<file path="src/rtl/pe_input_buffer.sv">
// Elastic per-operand input FIFO between a NoC input channel and a PE ucore operand port.
// Optional combinational bypass when empty: define PE_INPUT_BUFFER_BYPASS_EN.
module pe_input_buffer #(
  parameter int unsigned DATA_WIDTH = 32,
  parameter int unsigned DEPTH      = 2,
  localparam int unsigned CNT_W     = $clog2(DEPTH + 1)
) (
  input  logic                  clk,
  input  logic                  rst,
  input  logic                  clear,
  input  logic                  in_valid,
  input  logic [DATA_WIDTH-1:0] in_data,
  output logic                  in_ready,
  output logic                  out_valid,
  output logic [DATA_WIDTH-1:0] out_data,
  input  logic                  out_ready,
  output logic [CNT_W-1:0]      occupancy
);

  localparam int unsigned PtrW = $clog2(DEPTH);

  logic [DATA_WIDTH-1:0] mem [DEPTH];
  logic [PtrW-1:0]       wr_ptr_q, rd_ptr_q;
  logic [CNT_W-1:0]      occ_q;
  logic                  empty, full;
  logic                  push, pop, bypass, wr_en, rd_en;

  assign empty     = (occ_q == '0);
  assign full      = (occ_q == CNT_W'(DEPTH));
  // in_ready comes from registered state only, so out_ready never reaches it.
  assign in_ready  = ~full;
  assign occupancy = occ_q;

`ifdef PE_INPUT_BUFFER_BYPASS_EN
  assign bypass    = empty & in_valid & out_ready;
  assign out_valid = ~empty | in_valid;
  assign out_data  = !empty ? mem[rd_ptr_q] : (in_valid ? in_data : '0);
`else
  assign bypass    = 1'b0;
  assign out_valid = ~empty;
  assign out_data  = out_valid ? mem[rd_ptr_q] : '0;
`endif

  assign push  = in_valid & in_ready;
  assign pop   = out_valid & out_ready;
  // A bypassed word never touches storage or the counter.
  assign wr_en = push & ~bypass;
  assign rd_en = pop & ~bypass;

  always_ff @(posedge clk or posedge rst) begin
    if (rst) begin
      wr_ptr_q <= '0;
      rd_ptr_q <= '0;
      occ_q    <= '0;
    end else if (clear) begin
      wr_ptr_q <= '0;
      rd_ptr_q <= '0;
      occ_q    <= '0;
    end else begin
      if (wr_en) wr_ptr_q <= wr_ptr_q + PtrW'(1);
      if (rd_en) rd_ptr_q <= rd_ptr_q + PtrW'(1);
      case ({wr_en, rd_en})
        2'b10:   occ_q <= occ_q + CNT_W'(1);
        2'b01:   occ_q <= occ_q - CNT_W'(1);
        default: occ_q <= occ_q;
      endcase
    end
  end

  always_ff @(posedge clk) begin
    if (wr_en && !clear) mem[wr_ptr_q] <= in_data;
  end

endmodule

</file>
<file path="config.mk">
export PLATFORM = sky130hd
export DESIGN_NAME = pe_input_buffer
export DESIGN_NICKNAME = d
export VERILOG_FILES = /design/src/rtl/pe_input_buffer.sv
export SDC_FILE = /design/constraint.sdc
export NUM_CORES = 1
export LEC_CHECK = 0
export BUFFER_PORTS_ARGS = -buffer_cell sky130_fd_sc_hd__buf_2
export CAP_MARGIN = 0
export CORE_MARGIN = 4
export CORE_UTILIZATION = 51
export DETAILED_ROUTE_END_ITERATION = 6
export GPL_TIMING_DRIVEN = 0
export HOLD_SLACK_MARGIN = 0.02
export PLACE_DENSITY_LB_ADDON = 0.25
export SLEW_MARGIN = 20
export SYNTH_ARGS = -nofsm -noshare
export SYNTH_HDL_FRONTEND = slang
export SYNTH_SLANG_ARGS = --single-unit
</file>
<file path="constraint.sdc">
create_clock -name clk -period 4.1 [get_ports clk]
set_input_delay 0.205 -clock clk [delete_from_list [all_inputs] [get_ports clk]]
set_output_delay 0.205 -clock clk [all_outputs]
set_load 0.005 [all_outputs]
</file>
Yosys cells after proc, flatten, opt, wreduce, memory -nomap -nowiden. Memories as Yosys holds them, arrays and structs flattened. Cells that the tools add are included.

Memories kept: 1. Flip-flop bits (word level): 4. Word-level logic and storage cells: 30. Bits in read-only memories: 0. Memory bits (writable): 64. Output and inout bits: 36. Latch bits: 0.

Memories: mem (depth 2, bits a word 32, read ports 1, clocked after Yosys merged registers in 0, wr ports 1, line 22) `logic [DATA_WIDTH-1:0] mem [DEPTH];`.

Reduce and logical (&&, ||, !) cells: 6. Order comparisons: 0. Equality and inequality tests: 3. Div/mod/pow operators: 0. $mul: 0. Add/subtract/negate cells: 4. Muxes and demuxes: 9. Shift operators: 0. Bitwise gates (word level): 4.

Operator list (number): 2-to-1 mux 32 bit (1); 2-to-1 mux 1 bit (6); equality test 2 bit, second input constant (2); case mux 2 bit (2 select lines) (1); nonzero test 2 bit (2); nonzero test 3 bit (1); adder 1 bit, second input constant (2); adder 2 x 1 -> 2 bit, second input constant (1); AND 1 bit (2); equality test 2 x 1 -> 1 bit, second input constant (1); logical NOT 2 bit (1); 2-to-1 mux 2 bit (1); NOT 1 bit (2); subtractor 2 x 1 -> 2 bit, second input constant (1); logical AND 1 bit (1); logical NOT 1 bit (1).

Logic depth before layout (Yosys ltp). Gate-level depths: netlist of the first run.

Depth in word-level cells: 6. Mapped depth: 4.

Worst setup path after synthesis of the first run. Ideal clock, no wire load.

Path kind: register -> register. From: register occ_q[1] (netlist: occupancy[1]). To: memory mem[1][0] (enable). Required time: 3.632 ns. Setup time: 0.468 ns. Cell stages (with the launch flop): 5. Arrival time: 3.116 ns. Setup slack: 0.516 ns. Cell sequence: dfrtp_1 > nor2b_1 > inv_2 > nand2_1 > nor3b_1.

Longest elaborated chain between the ends: 6.

Ends and longest elaborated chain: from (decl) (line 24) `logic [CNT_W-1:0] occ_q;`; from (signal assigned) (line 63) `2'b10: occ_q <= occ_q + CNT_W'(1);`; from (signal assigned) (line 64) `2'b01: occ_q <= occ_q - CNT_W'(1);`; from (signal assigned) (line 65) `default: occ_q <= occ_q;`; equality test 2 bit (line 29) `assign full = (occ_q == CNT_W'(DEPTH));`; NOT 1 bit (line 31) `assign in_ready = ~full;`; named net in_ready (line 13) `output logic in_ready,`; AND 1 bit (line 44) `assign push = in_valid & in_ready;`; logical AND 1 bit (line 71) `if (wr_en && !clear) mem[wr_ptr_q] <= in_data;`; 2-to-1 mux 1 bit (line 71); 2-to-1 mux 1 bit (implied by the code) (line 71); to (decl) (line 22).

The timed path passes the listed nets, and every way through them passes these cells.

Worst setup path in the final report of the first run.
From: register occ_q[1] (netlist: occupancy[1]). To: memory mem[1][15] (enable).

Longest elaborated chain between the ends: 6.

Ends and longest elaborated chain (line): equality test 2 bit (29); NOT 1 bit (31); AND 1 bit (44); logical AND 1 bit (71); 2-to-1 mux 1 bit (71); 2-to-1 mux 1 bit (implied by the code) (71).

Every way passes these cells.

==> impl_metrics.toml, run 1 <==
[layout]
layout.filler_cells = 371
antenna_cells = 0
fin_nets = 290
share_of_layout_cells_above_drive_strength_1_pct = 38.76
areaGrowthSynthToFinish_pct = 26.21

[synth]
netlist_instances = 163
synth_top_area_cell = "sky130_fd_sc_hd__edfxtp_1"
async_reset_ff_share_pct = 5.882
synth_area_per_cell_um2 = 16.23
synth_top_cells_by_area = "sky130_fd_sc_hd__edfxtp_1 73%, sky130_fd_sc_hd__mux2i_1 12%, sky130_fd_sc_hd__nor2_1 4.8%"
count_of_flip_flops_with_a_built_in_enable_after_synthesis = 64
synth-warning-count = 0
synth_commonest_cells = "64 x sky130_fd_sc_hd__edfxtp_1, 34 x sky130_fd_sc_hd__nor2_1, 33 x sky130_fd_sc_hd__mux2i_1, 4 x sky130_fd_sc_hd__buf_2, 4 x sky130_fd_sc_hd__dfrtp_1"
yosysMostFrequentCell = "sky130_fd_sc_hd__edfxtp_1"
yosysSeqAreaShare_pct = 76.44
distinct_cell_type_count_after_synthesis = 21
post_synth_instance_area_mm2 = 0.002645
synth-seq-cells = 68
synth_flop_cell = "sky130_fd_sc_hd__edfxtp_1"
mappedNetlistNets = 200
synth.top_cell.area_share_pct = 72.66

[floorplan]
die_area_mm2 = 0.006402
rows = 25
fp.dieW_um = 80.02
core_area_mm2 = 0.004880
floorplan.initialDensity_pct = 54.21
die_height_um = 80.02
floorplan.io_pins = 73

[routing]
detail_route.first_pass.iterations = 4
wl_per_cell_um = 14.51
dr_total_vias = 1588
drt_first_iter_violations = 60
detail-route-antenna-nets = 0
drc = 0
avgViaCountPerCell = 4.886
postRouteWirelength_um = 4716

[clock_tree]
cts_made_buffers = 9
cts_tree = "built"
worst_skew_pair.late_latency_ps = 330
number_of_sinks_driven_by_the_clock_tree = 68
clock_tree.htree_level_count = 3
cts_max_path_bufs = 2
clockRootBuffer = "sky130_fd_sc_hd__clkbuf_8"
clk_pin_slew_worst_paths_ps = 70
cts_setup_buffers = 0

[sta]
worstMarginPinSlew_ps = 548.0
final_hold_viol_count = 0
clock.fmax_mhz = 487.8
fin_ws_ps = 2050
maxSlewHeadroom_pct = 63.31
post_layout_min_period_ps = 2050
fin_skew_ps = 9.795
fin_hold_ws_ps = 64.63
rsz0062_at_grt = "no"
setup-violations-final = 0
period_share_pct = 50.00
finalMaxSlewViolations = 0

[placement]
gpl.final_weighted_congestion = 0.7463
place_hpwl_um = 3304
count_of_buffers_inserted_at_the_top_level_ports = 72
pre_cts_slack_ps = 2054

[critical_path]
critPathTopFamily = "simple AND/OR/NAND/NOR gates"
rr_endpoint = "mem[1][15]"
worst-path-max-fanout = 10
slowest_stage = "sky130_fd_sc_hd__nor3b_2"
timing.critical_path.cells = "nor2b_1 > inv_2 > nand2_1 > nor3b_2 > buf_4 > buf_6"
worst_path_largest_cell_delay_ps = 490
worstSetupEndpointType = "flip-flop"
worstReg2RegStart = "occupancy[1]"
r2r_slack_ps = 2050
required_ps = 4130
worst_setup_path_start_kind = "flip-flop"
worst_ep_arrival_time_ps = 2080
setup.worst_path.class = "flip-flop to flip-flop"
critical_path_buf_inv_count = 3
r2r_cells = 6

[flow_run]
maxCapViolCount = 0

[outcome]
run_status = "completed"

[power]
cellLeakagePower_uw = 0.001318
power_per_cell_area_mw_per_mm2 = 433.6
vdd.ir_drop.worst_mv = 0.2829

[grt]
wire_length_of_the_first_global_routing_pass_um = 7603
grt_start_max_net_pins = 11
vias_in_the_first_global_route = 1628
grt_usage_pct = 16.31
grt.overflow.total = 0
grt_antenna_before_repair = 0

[hold_path]
hp-start = "in_data[14]"
hold_path_class = "input pin to flip-flop"
hold-path-cell-count = 1
worstHoldEndpoint = "mem[1][14]"
-- per-stage QoR --
stage	instance area [um2]	total power [uW]	setup TNS, ps	cells	util [%]
finish	3338	1448	0	325	68.41
global route	3338	1521	0	325	68.41
CTS	3338	1464	0	325	68.41
detailed placement	3152	967.1	0	308	64.59
global placement	3089	959.5	-36200	302	63.31
floorplan	2645	894.3	0	163	-
-- per-layer routing --
layer	track usage, %	routed length [um]	vias to the layer above	share of wire (%)
li1	-	-	781	-
met1	17.36	1866	749	40
met2	28.48	2450	50	52
met3	5.643	330	8	7.0
met4	8.108	68	0	1.4
met5	0	0	-	0
-- layout make-up --
type                    count  area, um2  share of cell area [%]
flip-flops and latches     68       2022                   60.57
multi-input cells          84      575.6                   17.24
repair buffers             79      422.9                   12.67
clock buffers              13      138.9                   4.160
well taps                  67      83.83                   2.511
plain buffers               7      42.54                   1.274
clock inverters             3      37.54                   1.124
inverters                   4      15.01                  0.4498
-- registers in the layout (all words and copies together) (netlist names) --
name,count
wr_ptr_q,1
mem,64
occupancy,2
rd_ptr_q,1
-- worst reg2reg max path, stage by stage, from the launching register on --
cell                      delay, ps
sky130_fd_sc_hd__dfrtp_1        460
sky130_fd_sc_hd__nor2b_1        190
sky130_fd_sc_hd__inv_2           80
sky130_fd_sc_hd__nand2_1         90
sky130_fd_sc_hd__nor3b_2        490
sky130_fd_sc_hd__buf_4          280
sky130_fd_sc_hd__buf_6          170
-- placed cells by master, fill, tap and decap left out, drive strengths merged, types with 2 or more instances in the layout --
cell    netlist  layout
nor3b         2       2
edfxtp       64      64
a21oi         4       4
clkinv        0       2
buf           7      85
inv           4       4
mux2i        33      33
clkbuf        0      13
dfrtp         4       4
o21ai         2       2
nor2         34      34
-- logic make-up after synthesis --
family / after synthesis / synth area share [%]
flip-flops: 68 / 76.44
AND/OR/NAND/NOR: 42 / 6.717
multiplexers: 33 / 12.49
buffers and inverters: 11 / 2.176
AO/OA/AOI/OAI: 8 / 1.845
XOR/XNOR: 1 / 0.3312
-- repair_timing --
action / in CTS / in global routing
gates resized for setup: 0 / 0
hold buffers: 1 / 0
hold endpoints to repair: 4 / 0
-- worst max-delay path by stage --
stage	start	to	slack (ps)	depth (start not counted)
6_report	occupancy[1]	mem[1][15]	2050	6
5_1_grt	occupancy[1]	mem[1][1]	1890	6
4_1_cts	occupancy[1]	mem[1][15]	2030	6
3_5_place_dp	occupancy[1]	mem[1][0]	2050	6
3_3_place_gp	occupancy[1]	mem[1][16]	-700	4
2_1_floorplan	occupancy[1]	mem[1][0]	520	4
-- power by group --
group	switching, uW	internal [uW]	total (uW)
sequential	7.92	789	797
clock	218	278	497
combinational	82.9	71.6	154
total	309	1140	1450
No activity file was read; power rests on OpenSTA's default activity.
==> inputs of run 2 (changes only) <==
Settings changed: ABC_AREA set to 1.
Clock period 4.1 ns to 1.92 ns, I/O delays scaled along.
==> run 2 against run 1 <==
- sequential share of layout area decreased by 5.5 points
- worst hold slack improved by 41 ps
- critical path depth decreased by 1
- wire length increased by 19%
- clock power increased by 120%
- power increased to 2.9 times the previous value
- count of clock-buffer cells in the layout decreased by 2
- register-to-register slack got worse by 1900 ps
- synthesized cell count increased by 28%
- fmax increased by 13%
- critical endpoint is now mem[0][29]
==> impl_metrics.toml, run 2 <==
[sta]
worstMarginPinSlew_ps = 529.1
setup_total_negative_slack_ps = 0
clock.fmax_mhz = 553.1
fin_hold_ws_ps = 105.4
post_layout_min_period_ps = 1808
fin_skew_ps = 7.477
final_hold_viol_count = 0
setup-violations-final = 0
rsz0062_at_grt = "no"
period_share_pct = 94.16
maxSlewHeadroom_pct = 64.64
finalMaxSlewViolations = 0

[critical_path]
worst-path-max-fanout = 18
required_ps = 1960
worstReg2RegStart = "occupancy[0]"
r2r_cells = 5
timing.critical_path.cells = "inv_2 > nand2_2 > nand3_1 > nor2_4 > buf_16"
setup.worst_path.class = "flip-flop to flip-flop"
r2r_slack_ps = 110
worst_ep_arrival_time_ps = 1840
worstSetupEndpointType = "flip-flop"
slowest_stage = "sky130_fd_sc_hd__nor2_4"
rr_endpoint = "mem[0][29]"
worst_path_largest_cell_delay_ps = 490
worst_setup_path_start_kind = "flip-flop"

[clock_tree]
cts_tree = "built"
clock_tree.htree_level_count = 3
clockRootBuffer = "sky130_fd_sc_hd__clkbuf_8"
worst_skew_pair.late_latency_ps = 330
clk_pin_slew_worst_paths_ps = 70
cts_max_path_bufs = 2
number_of_sinks_driven_by_the_clock_tree = 68
cts_made_buffers = 9

[power]
power_per_cell_area_mw_per_mm2 = 1141
p_seq_share_pct = 44.0
share_clk_of_total_power_pct = 26.0
cellLeakagePower_uw = 0.001525
vdd.ir_drop.worst_mv = 0.7064
combinationalPowerShare_pct = 30.0
switchingPower_uw = 1296
netSwitchingFraction_pct = 30.96
internal-power_uw = 2889

[layout]
seq_area_mm2 = 0.002022
combined_area_of_the_multi_input_logic_cells_um2 = 530.5
antenna_cells = 0
areaGrowthSynthToFinish_pct = 40.15
share_of_layout_cells_above_drive_strength_1_pct = 32.23
max_flop_register = "mem"
layout.filler_cells = 333
largest_register_ffs = 64
mostFrequentLayoutCell = "sky130_fd_sc_hd__buf_2"
layout.cells.most_common_list = "79 x sky130_fd_sc_hd__buf_2, 73 x sky130_fd_sc_hd__nand2_1, 64 x sky130_fd_sc_hd__edfxtp_1"
layoutNonFillerInstCount = 399
final_area_mm2 = 0.003669
fin_nets = 364

[synth]
synth.top_cell.area_share_pct = 73.42
synth_area_in_simple_gates_pct = 12.62
synth_top_family_by_area = "simple AND/OR/NAND/NOR gates"
synth_top_cells_by_area = "sky130_fd_sc_hd__edfxtp_1 73%, sky130_fd_sc_hd__nand2_1 10%, sky130_fd_sc_hd__a21oi_1 6.3%"
synth_commonest_cells = "73 x sky130_fd_sc_hd__nand2_1, 64 x sky130_fd_sc_hd__edfxtp_1, 33 x sky130_fd_sc_hd__a21oi_1, 7 x sky130_fd_sc_hd__buf_2, 6 x sky130_fd_sc_hd__inv_1"
synth-seq-cells = 68
synth_area_per_cell_um2 = 12.58
distinct_cell_type_count_after_synthesis = 14
post_synth_instance_area_mm2 = 0.002618
synth_flop_cell = "sky130_fd_sc_hd__edfxtp_1"
async_reset_ff_share_pct = 5.882
mappedNetlistNets = 245
adder_cell_fraction_of_synth_area_pct = 0
netlist_instances = 208
yosysMostFrequentCell = "sky130_fd_sc_hd__nand2_1"
synth-warning-count = 0
synth_compound_area_share_pct = 7.075
count_of_flip_flops_with_a_built_in_enable_after_synthesis = 64
yosysSeqAreaShare_pct = 77.25
synthXorXnorAreaFrac_pct = 0
synth.mux.area_fraction_pct = 0
synth_top_area_cell = "sky130_fd_sc_hd__edfxtp_1"

[hold_path]
hp-start = "clear"
worstHoldEndpoint = "rd_ptr_q"
hold-path-cell-count = 4
hold_path_class = "input pin to flip-flop"

[grt]
grt_usage_pct = 19.04
wire_length_of_the_first_global_routing_pass_um = 8818
grt_antenna_before_repair = 0
grt_start_max_net_pins = 19
grt.overflow.total = 0
vias_in_the_first_global_route = 1934

[routing]
postRouteWirelength_um = 5597
detail_route.first_pass.iterations = 4
wl_per_cell_um = 14.03
drc = 0
detail-route-antenna-nets = 0
drt_first_iter_violations = 108
avgViaCountPerCell = 4.762
dr_total_vias = 1900

[placement]
gpl.final_weighted_congestion = 0.7692
cell_area_reported_after_detailed_placement_mm2 = 0.003132
dpl.cell_count = 349
place_hpwl_um = 3348
count_of_buffers_inserted_at_the_top_level_ports = 72

[flow_run]
maxCapViolCount = 0

[floorplan]
floorplan.io_pins = 73
fp.dieW_um = 79.64
floorplan.initialDensity_pct = 53.99
die_height_um = 79.64
die_area_mm2 = 0.006343
rows = 25
core_area_mm2 = 0.004848

[outcome]
run_status = "completed"
==> run 2: cell count changes after synthesis, moves of 4 or more <==
cell / delta
sky130_fd_sc_hd__mux2i_1: -33
sky130_fd_sc_hd__nand3_1: +4
sky130_fd_sc_hd__nor2_1: -31
sky130_fd_sc_hd__a21oi_1: +30
sky130_fd_sc_hd__nand2_1: +72
==> run 2: worst max-delay path: cells and delay by family, from the launching register on <==
kind,cells,cell delay [ps]
buffers and inverters,2,280
DFF,1,440
and+or+nand+nor,3,790
==> run 2: layer usage <==
metal	routed length, um	up-vias	GRT usage [%]	share of wire (%)
met4	72	0	10.14	1.3
met2	2999	60	34.14	54
li1	-	956	-	-
met5	0	-	0	0
met3	274	6	3.499	4.9
met1	2251	878	21.32	40
==> run 2: kinds of logic after synthesis <==
logic type,count (synthesis)
AOI/OAI and AO/OA,37
buffers and inverters,19
DFF,68
and+or+nand+nor,84
==> run 2: repair_timing <==
item,in CTS,in global routing
endpoints found under the hold margin,68,0
gates resized for setup,0,4
setup endpoints to repair,0,32
buffers inserted,0,1
hold buffers,33,0
==> run 2: how the worst max path moves through the flow <==
stage,from,to,slack [ps]
finish,occupancy[0],mem[0][29],110
global route,occupancy[0],mem[0][6],10
CTS,occupancy[0],out_data[23],40
detailed placement,occupancy[0],mem[0][28],110
global placement,occupancy[0],mem[1][29],-500
floorplan,occupancy[0],mem[0][0],-30
==> run 2: final cells by class <==
cell class / instances / share of cell area (%)
Sequential cell: 68 / 55.12
Timing Repair Buffer: 108 / 20.87
Multi-Input combinational cell: 121 / 14.46
Clock buffer: 11 / 3.581
Tap cell: 67 / 2.285
Clock inverter: 5 / 1.432
Buffer: 10 / 1.330
Inverter: 9 / 0.9209
==> run 2: power groups by stage <==
stage,Clock (uW),Combinational (uW),Sequential (uW)
after CTS,1100,1250,1840
final,1090,1260,1840
after global placement,0,1140,1870
after detailed placement,0,1200,1870
after floorplan,0,640,1860
after global routing,1160,1400,1850
==> run 2: metrics by stage <==
step                power, uW  worst slack (ps)  util [%]
global placement         3012            -498.1     63.25
global route             4418             14.04     75.66
detailed placement       3067             105.0     64.59
CTS                      4195             44.70     75.20
finish                   4185             112.2     75.66
floorplan                2504            -28.29         -
